[config.mk]
export PLATFORM = sky130hd
export DESIGN_NAME = pkt_encoder_flat
export DESIGN_NICKNAME = d
export VERILOG_FILES = /design/src/rtl/pkt_pkg.sv /design/src/rtl/pkt_encoder_if.sv /design/src/rtl/pkt_onehot_enc.sv /design/src/rtl/pkt_encoder.sv /design/src/flat_wrapper.sv
export SDC_FILE = /design/constraint.sdc
export NUM_CORES = 1
export LEC_CHECK = 0
export BUFFER_PORTS_ARGS = -buffer_cell sky130_fd_sc_hd__buf_2
export CAP_MARGIN = 20
export CORE_UTILIZATION = 54
export DETAILED_ROUTE_END_ITERATION = 6
export GPL_TIMING_DRIVEN = 0
export HOLD_SLACK_MARGIN = 0.06
export PLACE_DENSITY = 0.83
export SYNTH_ARGS = -nofsm -noshare
export SYNTH_HDL_FRONTEND = slang
export SYNTH_SLANG_ARGS = --single-unit
export TNS_END_PERCENT = 50
[constraint.sdc]
create_clock -name clk -period 2.7 [get_ports clk]
set_input_delay 0.54 -clock clk [delete_from_list [all_inputs] [get_ports clk]]
set_output_delay 0.54 -clock clk [all_outputs]
set_load 0.005 [all_outputs]
[src/rtl/pkt_pkg.sv]
// Shared types for the packet encoder/decoder pair: opcode codes and encoder FSM states.
// The CHK state exists only when PKT_ENC_CHKSUM_EN is defined.
package pkt_pkg;

  localparam int OP_NUM   = 5;
  localparam int NIBBLE_W = 4;

  typedef enum logic [3:0] {
    LOAD    = 4'd0,
    STORE   = 4'd1,
    JUMP    = 4'd2,
    ALU_OP  = 4'd3,
    INVALID = 4'd4
  } opcode_e;

`ifdef PKT_ENC_CHKSUM_EN
  typedef enum logic [1:0] {IDLE, HDR, PAY, CHK} state_e;
`else
  typedef enum logic [1:0] {IDLE, HDR, PAY} state_e;
`endif

endpackage

[src/rtl/pkt_encoder_if.sv]
// Request and nibble-stream signals of the packet encoder.
// slave = encoder side, master = issue logic / link sink side.
interface pkt_encoder_if #(
  parameter int PAYLOAD_W = 8,
  parameter int CNT_W     = 8
);
  logic                 in_valid;
  logic                 in_ready;
  logic [4:0]           in_req;
  logic [PAYLOAD_W-1:0] in_payload;
  logic                 tx_valid;
  logic                 tx_ready;
  logic [3:0]           tx_data;
  logic                 tx_last;
  logic                 enc_err;
  logic [CNT_W-1:0]     pkt_cnt;

  modport slave (
    input  in_valid, in_req, in_payload, tx_ready,
    output in_ready, tx_valid, tx_data, tx_last, enc_err, pkt_cnt
  );

  modport master (
    output in_valid, in_req, in_payload, tx_ready,
    input  in_ready, tx_valid, tx_data, tx_last, enc_err, pkt_cnt
  );
endinterface

[src/rtl/pkt_onehot_enc.sv]
// One-hot request to opcode. Anything other than exactly one set bit maps to INVALID
// and is flagged as malformed; an explicit INVALID request is not malformed.
module pkt_onehot_enc
  import pkt_pkg::*;
(
  input  logic [OP_NUM-1:0] req_i,
  output opcode_e           op_o,
  output logic              bad_o
);

  always_comb begin
    op_o  = INVALID;
    bad_o = 1'b1;
    case (req_i)
      5'b00001: begin op_o = LOAD;    bad_o = 1'b0; end
      5'b00010: begin op_o = STORE;   bad_o = 1'b0; end
      5'b00100: begin op_o = JUMP;    bad_o = 1'b0; end
      5'b01000: begin op_o = ALU_OP;  bad_o = 1'b0; end
      5'b10000: begin op_o = INVALID; bad_o = 1'b0; end
      default:  ;
    endcase
  end

endmodule

[src/rtl/pkt_encoder.sv]
// Packet encoder: captures a one-hot request, emits header nibble then payload nibbles LSN first.
// Define PKT_ENC_CHKSUM_EN to append an XOR checksum nibble as the final beat.
module pkt_encoder
  import pkt_pkg::*;
#(
  parameter int PAYLOAD_W = 8,
  parameter int CNT_W     = 8
) (
  input  logic         clk,
  input  logic         rst,
  pkt_encoder_if.slave bus
);

  localparam int NIB    = PAYLOAD_W / NIBBLE_W;
  localparam int BEAT_W = (NIB > 1) ? $clog2(NIB) : 1;
  localparam logic [BEAT_W-1:0] LAST_BEAT = BEAT_W'(NIB - 1);

  state_e                state_q, state_d;
  opcode_e               op_q, op_d;
  logic [PAYLOAD_W-1:0]  pay_q, pay_d;
  logic [BEAT_W-1:0]     beat_q, beat_d;
  logic                  err_q, err_d;
  logic [CNT_W-1:0]      cnt_q, cnt_d;

  opcode_e               req_op;
  logic                  req_bad;
  logic [3:0]            pay_nib;
  logic                  last_nib;

  pkt_onehot_enc u_enc (
    .req_i (bus.in_req),
    .op_o  (req_op),
    .bad_o (req_bad)
  );

`ifdef PKT_ENC_CHKSUM_EN
  function automatic logic [3:0] chksum(opcode_e op, logic [PAYLOAD_W-1:0] p);
    logic [3:0] acc;
    acc = 4'(op);
    for (int i = 0; i < NIB; i++) acc = acc ^ p[i*NIBBLE_W +: NIBBLE_W];
    return acc;
  endfunction
`endif

  assign pay_nib  = 4'(pay_q >> {beat_q, 2'b00});
  assign last_nib = (beat_q == LAST_BEAT);

  // Outputs are decoded from registered state only, so they hold naturally under back-pressure.
  always_comb begin
    bus.in_ready = (state_q == IDLE);
    bus.tx_valid = (state_q != IDLE);
    bus.tx_data  = 4'h0;
    bus.tx_last  = 1'b0;
    case (state_q)
      HDR: bus.tx_data = 4'(op_q);
      PAY: begin
        bus.tx_data = pay_nib;
`ifndef PKT_ENC_CHKSUM_EN
        bus.tx_last = last_nib;
`endif
      end
`ifdef PKT_ENC_CHKSUM_EN
      CHK: begin
        bus.tx_data = chksum(op_q, pay_q);
        bus.tx_last = 1'b1;
      end
`endif
      default: ;
    endcase
  end

  assign bus.enc_err = err_q;
  assign bus.pkt_cnt = cnt_q;

  always_comb begin
    state_d = state_q;
    op_d    = op_q;
    pay_d   = pay_q;
    beat_d  = beat_q;
    err_d   = 1'b0;
    cnt_d   = cnt_q;
    case (state_q)
      IDLE: if (bus.in_valid) begin
        op_d    = req_op;
        pay_d   = bus.in_payload;
        err_d   = req_bad;
        state_d = HDR;
      end
      HDR: if (bus.tx_ready) begin
        beat_d  = '0;
        state_d = PAY;
      end
      PAY: if (bus.tx_ready) begin
        if (last_nib) begin
`ifdef PKT_ENC_CHKSUM_EN
          state_d = CHK;
`else
          cnt_d   = cnt_q + 1'b1;
          state_d = IDLE;
`endif
        end else begin
          beat_d = beat_q + 1'b1;
        end
      end
`ifdef PKT_ENC_CHKSUM_EN
      CHK: if (bus.tx_ready) begin
        cnt_d   = cnt_q + 1'b1;
        state_d = IDLE;
      end
`endif
      default: state_d = IDLE;
    endcase
  end

  always_ff @(posedge clk) begin
    if (rst) begin
      state_q <= IDLE;
      beat_q  <= '0;
      err_q   <= 1'b0;
      cnt_q   <= '0;
    end else begin
      state_q <= state_d;
      beat_q  <= beat_d;
      err_q   <= err_d;
      cnt_q   <= cnt_d;
    end
  end

  // Captured opcode/payload are only observed outside IDLE, so they need no reset.
  always_ff @(posedge clk) begin
    op_q  <= op_d;
    pay_q <= pay_d;
  end

endmodule

[src/flat_wrapper.sv]
// flat-port wrapper written by rule: the top's interface ports become plain ports
module pkt_encoder_flat import pkt_pkg::*;
#(
  parameter int PAYLOAD_W = 8,
  parameter int CNT_W     = 8
)
  (clk, rst, bus_in_valid, bus_in_req, bus_in_payload, bus_tx_ready, bus_in_ready, bus_tx_valid, bus_tx_data, bus_tx_last, bus_enc_err, bus_pkt_cnt);
  pkt_encoder_if #(.PAYLOAD_W(PAYLOAD_W), .CNT_W(CNT_W)) bus_i ();
  input  logic clk;
  input  logic rst;
  input wire logic [$bits(bus_i.in_valid)-1:0] bus_in_valid;
  input wire logic [$bits(bus_i.in_req)-1:0] bus_in_req;
  input wire logic [$bits(bus_i.in_payload)-1:0] bus_in_payload;
  input wire logic [$bits(bus_i.tx_ready)-1:0] bus_tx_ready;
  output wire logic [$bits(bus_i.in_ready)-1:0] bus_in_ready;
  output wire logic [$bits(bus_i.tx_valid)-1:0] bus_tx_valid;
  output wire logic [$bits(bus_i.tx_data)-1:0] bus_tx_data;
  output wire logic [$bits(bus_i.tx_last)-1:0] bus_tx_last;
  output wire logic [$bits(bus_i.enc_err)-1:0] bus_enc_err;
  output wire logic [$bits(bus_i.pkt_cnt)-1:0] bus_pkt_cnt;
  assign bus_i.in_valid = bus_in_valid;
  assign bus_i.in_req = bus_in_req;
  assign bus_i.in_payload = bus_in_payload;
  assign bus_i.tx_ready = bus_tx_ready;
  assign bus_in_ready = bus_i.in_ready;
  assign bus_tx_valid = bus_i.tx_valid;
  assign bus_tx_data = bus_i.tx_data;
  assign bus_tx_last = bus_i.tx_last;
  assign bus_enc_err = bus_i.enc_err;
  assign bus_pkt_cnt = bus_i.pkt_cnt;
  pkt_encoder #(.PAYLOAD_W(PAYLOAD_W), .CNT_W(CNT_W)) u_core (.clk(clk), .rst(rst), .bus(bus_i));
endmodule
# After elaboration in Yosys (flattened, before gate mapping)
# Index checks and enable logic that the tools add are counted.
# W data, S select, Z words.
word_totals:
  register_bits: 24
  out_inout_bits: 16
  wordCells: 44
classes:
  addsub: 2
  n_eq_ne: 11
  n_shift: 1
  muxes: 13
  bitwise: 2
  reduce_logical: 9
ops:
  columns: ["cell", "count"]
  rows:
  - ["$pmux W3 S4", 1]
  - ["$add A8 B1 Y8 const B", 1]
  - ["$mux W2", 4]
  - ["$pmux W4 S2", 1]
  - ["$shr A8 B3 Y4", 1]
  - ["$ne A2 B2 Y1 const B", 3]
  - ["$pmux W2 S3", 1]
  - ["$reduce_and A3 Y1", 2]
  - ["$eq A5 B1 Y1 const B", 1]
  - ["$eq A5 B2 Y1 const B", 1]
  - ["$eq A5 B3 Y1 const B", 1]
  - ["$eq A5 B4 Y1 const B", 1]
  - ["$eq A5 B5 Y1 const B", 1]
  - ["$mux W1", 5]
  - ["$reduce_or A5 Y1", 1]
  - ["$reduce_and A4 Y1", 1]
  - ["$reduce_bool A2 Y1", 2]
  - ["$reduce_or A3 Y1", 1]
  - ["$eq A2 B1 Y1 const B", 1]
  - ["$eq A2 B2 Y1 const B", 1]
  - ["$logic_not A2 Y1", 1]
  - ["$ne A2 B1 Y1 const B", 1]
  - ["$not A1 Y1", 2]
  - ["$pmux W1 S2", 1]
  - ["other kinds (2)", 2]

# Depth between registers and ports, before layout
depth:
  word_depth: 4
  depth_mapped: 8
  depth_no_buf: 6

# Cells and area by module
# A second synthesis with hierarchy kept.
hier_totals:
  hier_cells: 119
  hier_area_um2: 1283.7
by_module_without_submodules:
  columns: ["mod", "n_inst", "cells_per_inst", "area_each_um2"]
  rows:
  - ["pkt_encoder", 1, 95, 1102.3]
  - ["pkt_onehot_enc", 1, 24, 181.4]

# Least setup slack after synthesis
# Ideal clock, no wire load.
synth_timing:
  path_type: "in2reg"
  from: "input bus_in_req[3]"
  to: "register u_core.err_q (netlist: u_core.bus.enc_err)"
  setup_ns: 0.117
  arrival_ns: 1.432
  slack_ns: 1.151
  stages: 3
  path_buffers: 0
  cell_sequence: "or3_1 > or3b_1 > and4b_1"
synth_via:
  elab_chain_len: 3
synth_lines:
  columns: ["item", "line_no", "rtl"]
  rows:
  - ["start, declared", "flat_wrapper.sv:12", "input wire logic [$bits(bus_i.in_req)-1:0] bus_in_req;"]
  - ["$eq A5 B5 Y1, or another cell as far along", "pkt_onehot_enc.sv:14", "case (req_i)"]
  - ["$reduce_or A5 Y1 (no line) (*)", null, null]
  - ["$mux W1 (*)", "pkt_onehot_enc.sv:14", null]
  - ["end signal, assigned", "pkt_encoder.sv:124", "err_q <= err_d;"]
  - ["end, declared", "pkt_encoder.sv:22", "logic err_q, err_d;"]
# Every way passes the cells marked *; elsewhere a longest branch is shown, timed or not.
# A chain may end at the register's enable or synchronous reset.

# Final worst setup path
layout_timing:
  from: "register u_core.state_q[0]"
  to: "output bus_tx_data[0]"
layout_via:
  elab_chain_len: 2
layout_lines:
  columns: ["item", "line_no", "rtl"]
  rows:
  - ["start, declared", "pkt_encoder.sv:18", "state_e state_q, state_d;"]
  - ["start signal, assigned", "pkt_encoder.sv:122", "state_q <= state_d;"]
  - ["$eq A2 B2 Y1 or $eq A2 B1 Y1 (tied branches)", "pkt_encoder.sv:54", "case (state_q)"]
  - ["$pmux W4 S2 (*)", "pkt_encoder.sv:54", null]
  - ["end, declared", "flat_wrapper.sv:17", "output wire logic [$bits(bus_i.tx_data)-1:0] bus_tx_data;"]
# Marked as above.

==> results_dict.tcl <==
set metrics [dict create \
    status "complete, but fails checks" \
    violations "DRC" \
    hold_buffers 0 \
    cts_made_buffers 3 \
    critPathKind "flip-flop to primary output" \
    leakage_nw 0.582 \
    cts_resized 0 \
    cts_sinks 23 \
    yosys.cell_types.count 34 \
    skew_ns 0.00341 \
    coreArea_um2 1960 \
    vias_per_cell 5.13 \
    io_pins 33 \
    period_minus_slack_ns 2.04 \
    ys_warn_count 0 \
    synth-seq-cells 23 \
    final_common_cell "buf_2" \
    nets 162 \
    cp_data_required_time_ns 2.16 \
    die_w_um 47.7 \
    synthCells 103 \
    synth_ff_type "dfxtp_1" \
    clkTransAtPathRegs_ns 0.12 \
    grtUsageTotal 0.212 \
    htreeDepth 1 \
    syn-num-nets 125 \
    finalSetupViolations 0 \
    fin_crit_sh 0.757 \
    num_vias 851 \
    hp-class "input port to flip-flop" \
    start_util 0.575 \
    gp_congestion 0.695 \
    totalNegativeSetupSlack_ns 0 \
    seq_area_frac_synth 0.506 \
    area_growth_pct 19.5 \
    synth_edf_count 11 \
    port_buffers 32 \
    rsz0062_at_grt "no" \
    slew_headroom 0.654 \
    powerDensity_nw_per_um2 622 \
    max-cap-violations 0 \
    rows 16 \
    max_clock_freq_mhz 490 \
    grt_max_degree 13 \
    dp_cells 162 \
    dpl.hpwl_um 1600 \
    netlist_area_um2 1130 \
    grt_pass1_vias 747 \
    peakVddDrop_mv 0.435 \
    antenna_cells 0 \
    synthArstFlopShare 0 \
    final_max_slew_viol_count 0 \
    ant_nets 0 \
    cts_tree "done" \
    final_cell_mix "buf_2, dfxtp_1, edfxtp_1, nor2_1" \
    wirelength_um 2130 \
    cts-root-buf "clkbuf_4" \
    grt_pass1_wl_um 3280 \
    critPathCaptureType "primary output" \
    start_kind "flip-flop" \
    worst_pin_slew_ns 0.520 \
    post_cts_buffers 0 \
    finalHoldViolations 0 \
    drive_gt1_frac 0.317 \
    dieHeight_um 47.7 \
    grt-ovfl-total 0 \
    die-area_um2 2280 \
    clock_path_buffers 2 \
    antenna_found_initial 0 \
    worstPathMaxFanout 10 \
    clk_latency_ns 0.31 \
    arrival_ns 1.50 \
    drc 1 \
    dr.pass1.iters 6 \
    initialDrtViolationCount 14 \
    wire_per_inst_um 12.8 \
    fin_cells 166 \
    syn_avg_cell_area_um2 11.0 \
]
## kinds of logic after synthesis
family	synth area share
buffers and inverters	0.0499
xor gates and xnor gates	0.0698
DFF	0.506
AOI/OAI and AO/OA	0.0721
and+or+nand+nor	0.191
adders and majority gates	0.0554
muxes	0.0565
## stage by stage
step	util	hold WS [ns]	worst slack (ns)	total power, W	instance area (µm²)
after floorplan	-	0.465	1.15	0.000605	1130
after global placement	0.674	0.480	0.990	0.000678	1320
after detailed placement	0.674	0.504	0.968	0.000691	1320
after CTS	0.688	0.389	0.653	0.000848	1350
after global routing	0.688	0.364	0.514	0.000901	1350
final	0.688	0.397	0.657	0.000839	1350
## Yosys cell counts, types with 2 or more instances
cell type   n  share of area
mux2i_1     3          0.027
a21o_1      2          0.013
ha_1        5          0.055
a22oi_1     4          0.027
nand2_1     3          0.010
buf_6       2          0.020
nand3_1     2         0.0089
inv_1       6          0.020
mux2_2      3          0.030
xnor2_1     6          0.047
nor2b_1     4          0.022
nand2b_1    2          0.011
edfxtp_1   11           0.29
a21oi_1     3          0.013
nor2_1     10          0.033
dfxtp_1    12           0.21
nand4_1     3          0.017
nor4_1      3          0.017
or3_1       2          0.011
xor2_1      3          0.023
## cell type report
class,count,area (µm²)
Timing Repair Buffer,32,160
Fill cell,173,613
Clock buffer,4,26.3
Tap cell,27,33.8
Sequential cell,23,571
Multi-Input combinational cell,70,502
Buffer,4,33.8
Inverter,6,22.5
## path summary, 6_finish.rpt
kind	startpoint	to	slack [ns]	depth (start not counted)
worst min-delay path	bus_in_payload[3]	u_core.pay_q[3]	0.40	1
worst min register to register	u_core.state_q[0]	u_core.state_q[0]	0.53	2
worst max register to register	u_core.state_q[0]	u_core.bus.pkt_cnt[6]	1.00	8
worst max-delay path	u_core.state_q[0]	bus_tx_data[0]	0.66	6
## critical path, stage by stage, from the launching register on
cell	delay, ns
dfxtp_1	0.38
inv_1	0.10
ha_1	0.20
buf_4	0.16
a22oi_1	0.16
nor2b_1	0.07
buf_2	0.13
## routing by layer
layer / up-vias / wire, µm / track usage
met1: 388 / 918 / 0.258
met3: 5 / 94 / 0.0340
met4: 0 / 45 / 0.100
li1: 434 / - / -
met2: 24 / 1070 / 0.365
met5: - / 0 / 0
## sequential cells by signal, summed over array words and instances (netlist names)
signal,flops
u_core.bus.enc_err,1
u_core.beat_q,1
u_core.state_q,2
u_core.pay_q,8
u_core.op_q,3
u_core.bus.pkt_cnt,8
## power by group
group	leakage (nW)	total (W)	switching, W	internal [W]
Sequential	0.202	0.000440	0.0000172	0.000423
Combinational	0.365	0.000243	0.000132	0.000112
Clock	0.0150	0.000156	0.0000977	0.0000578
(Power assumes the default switching activity.)
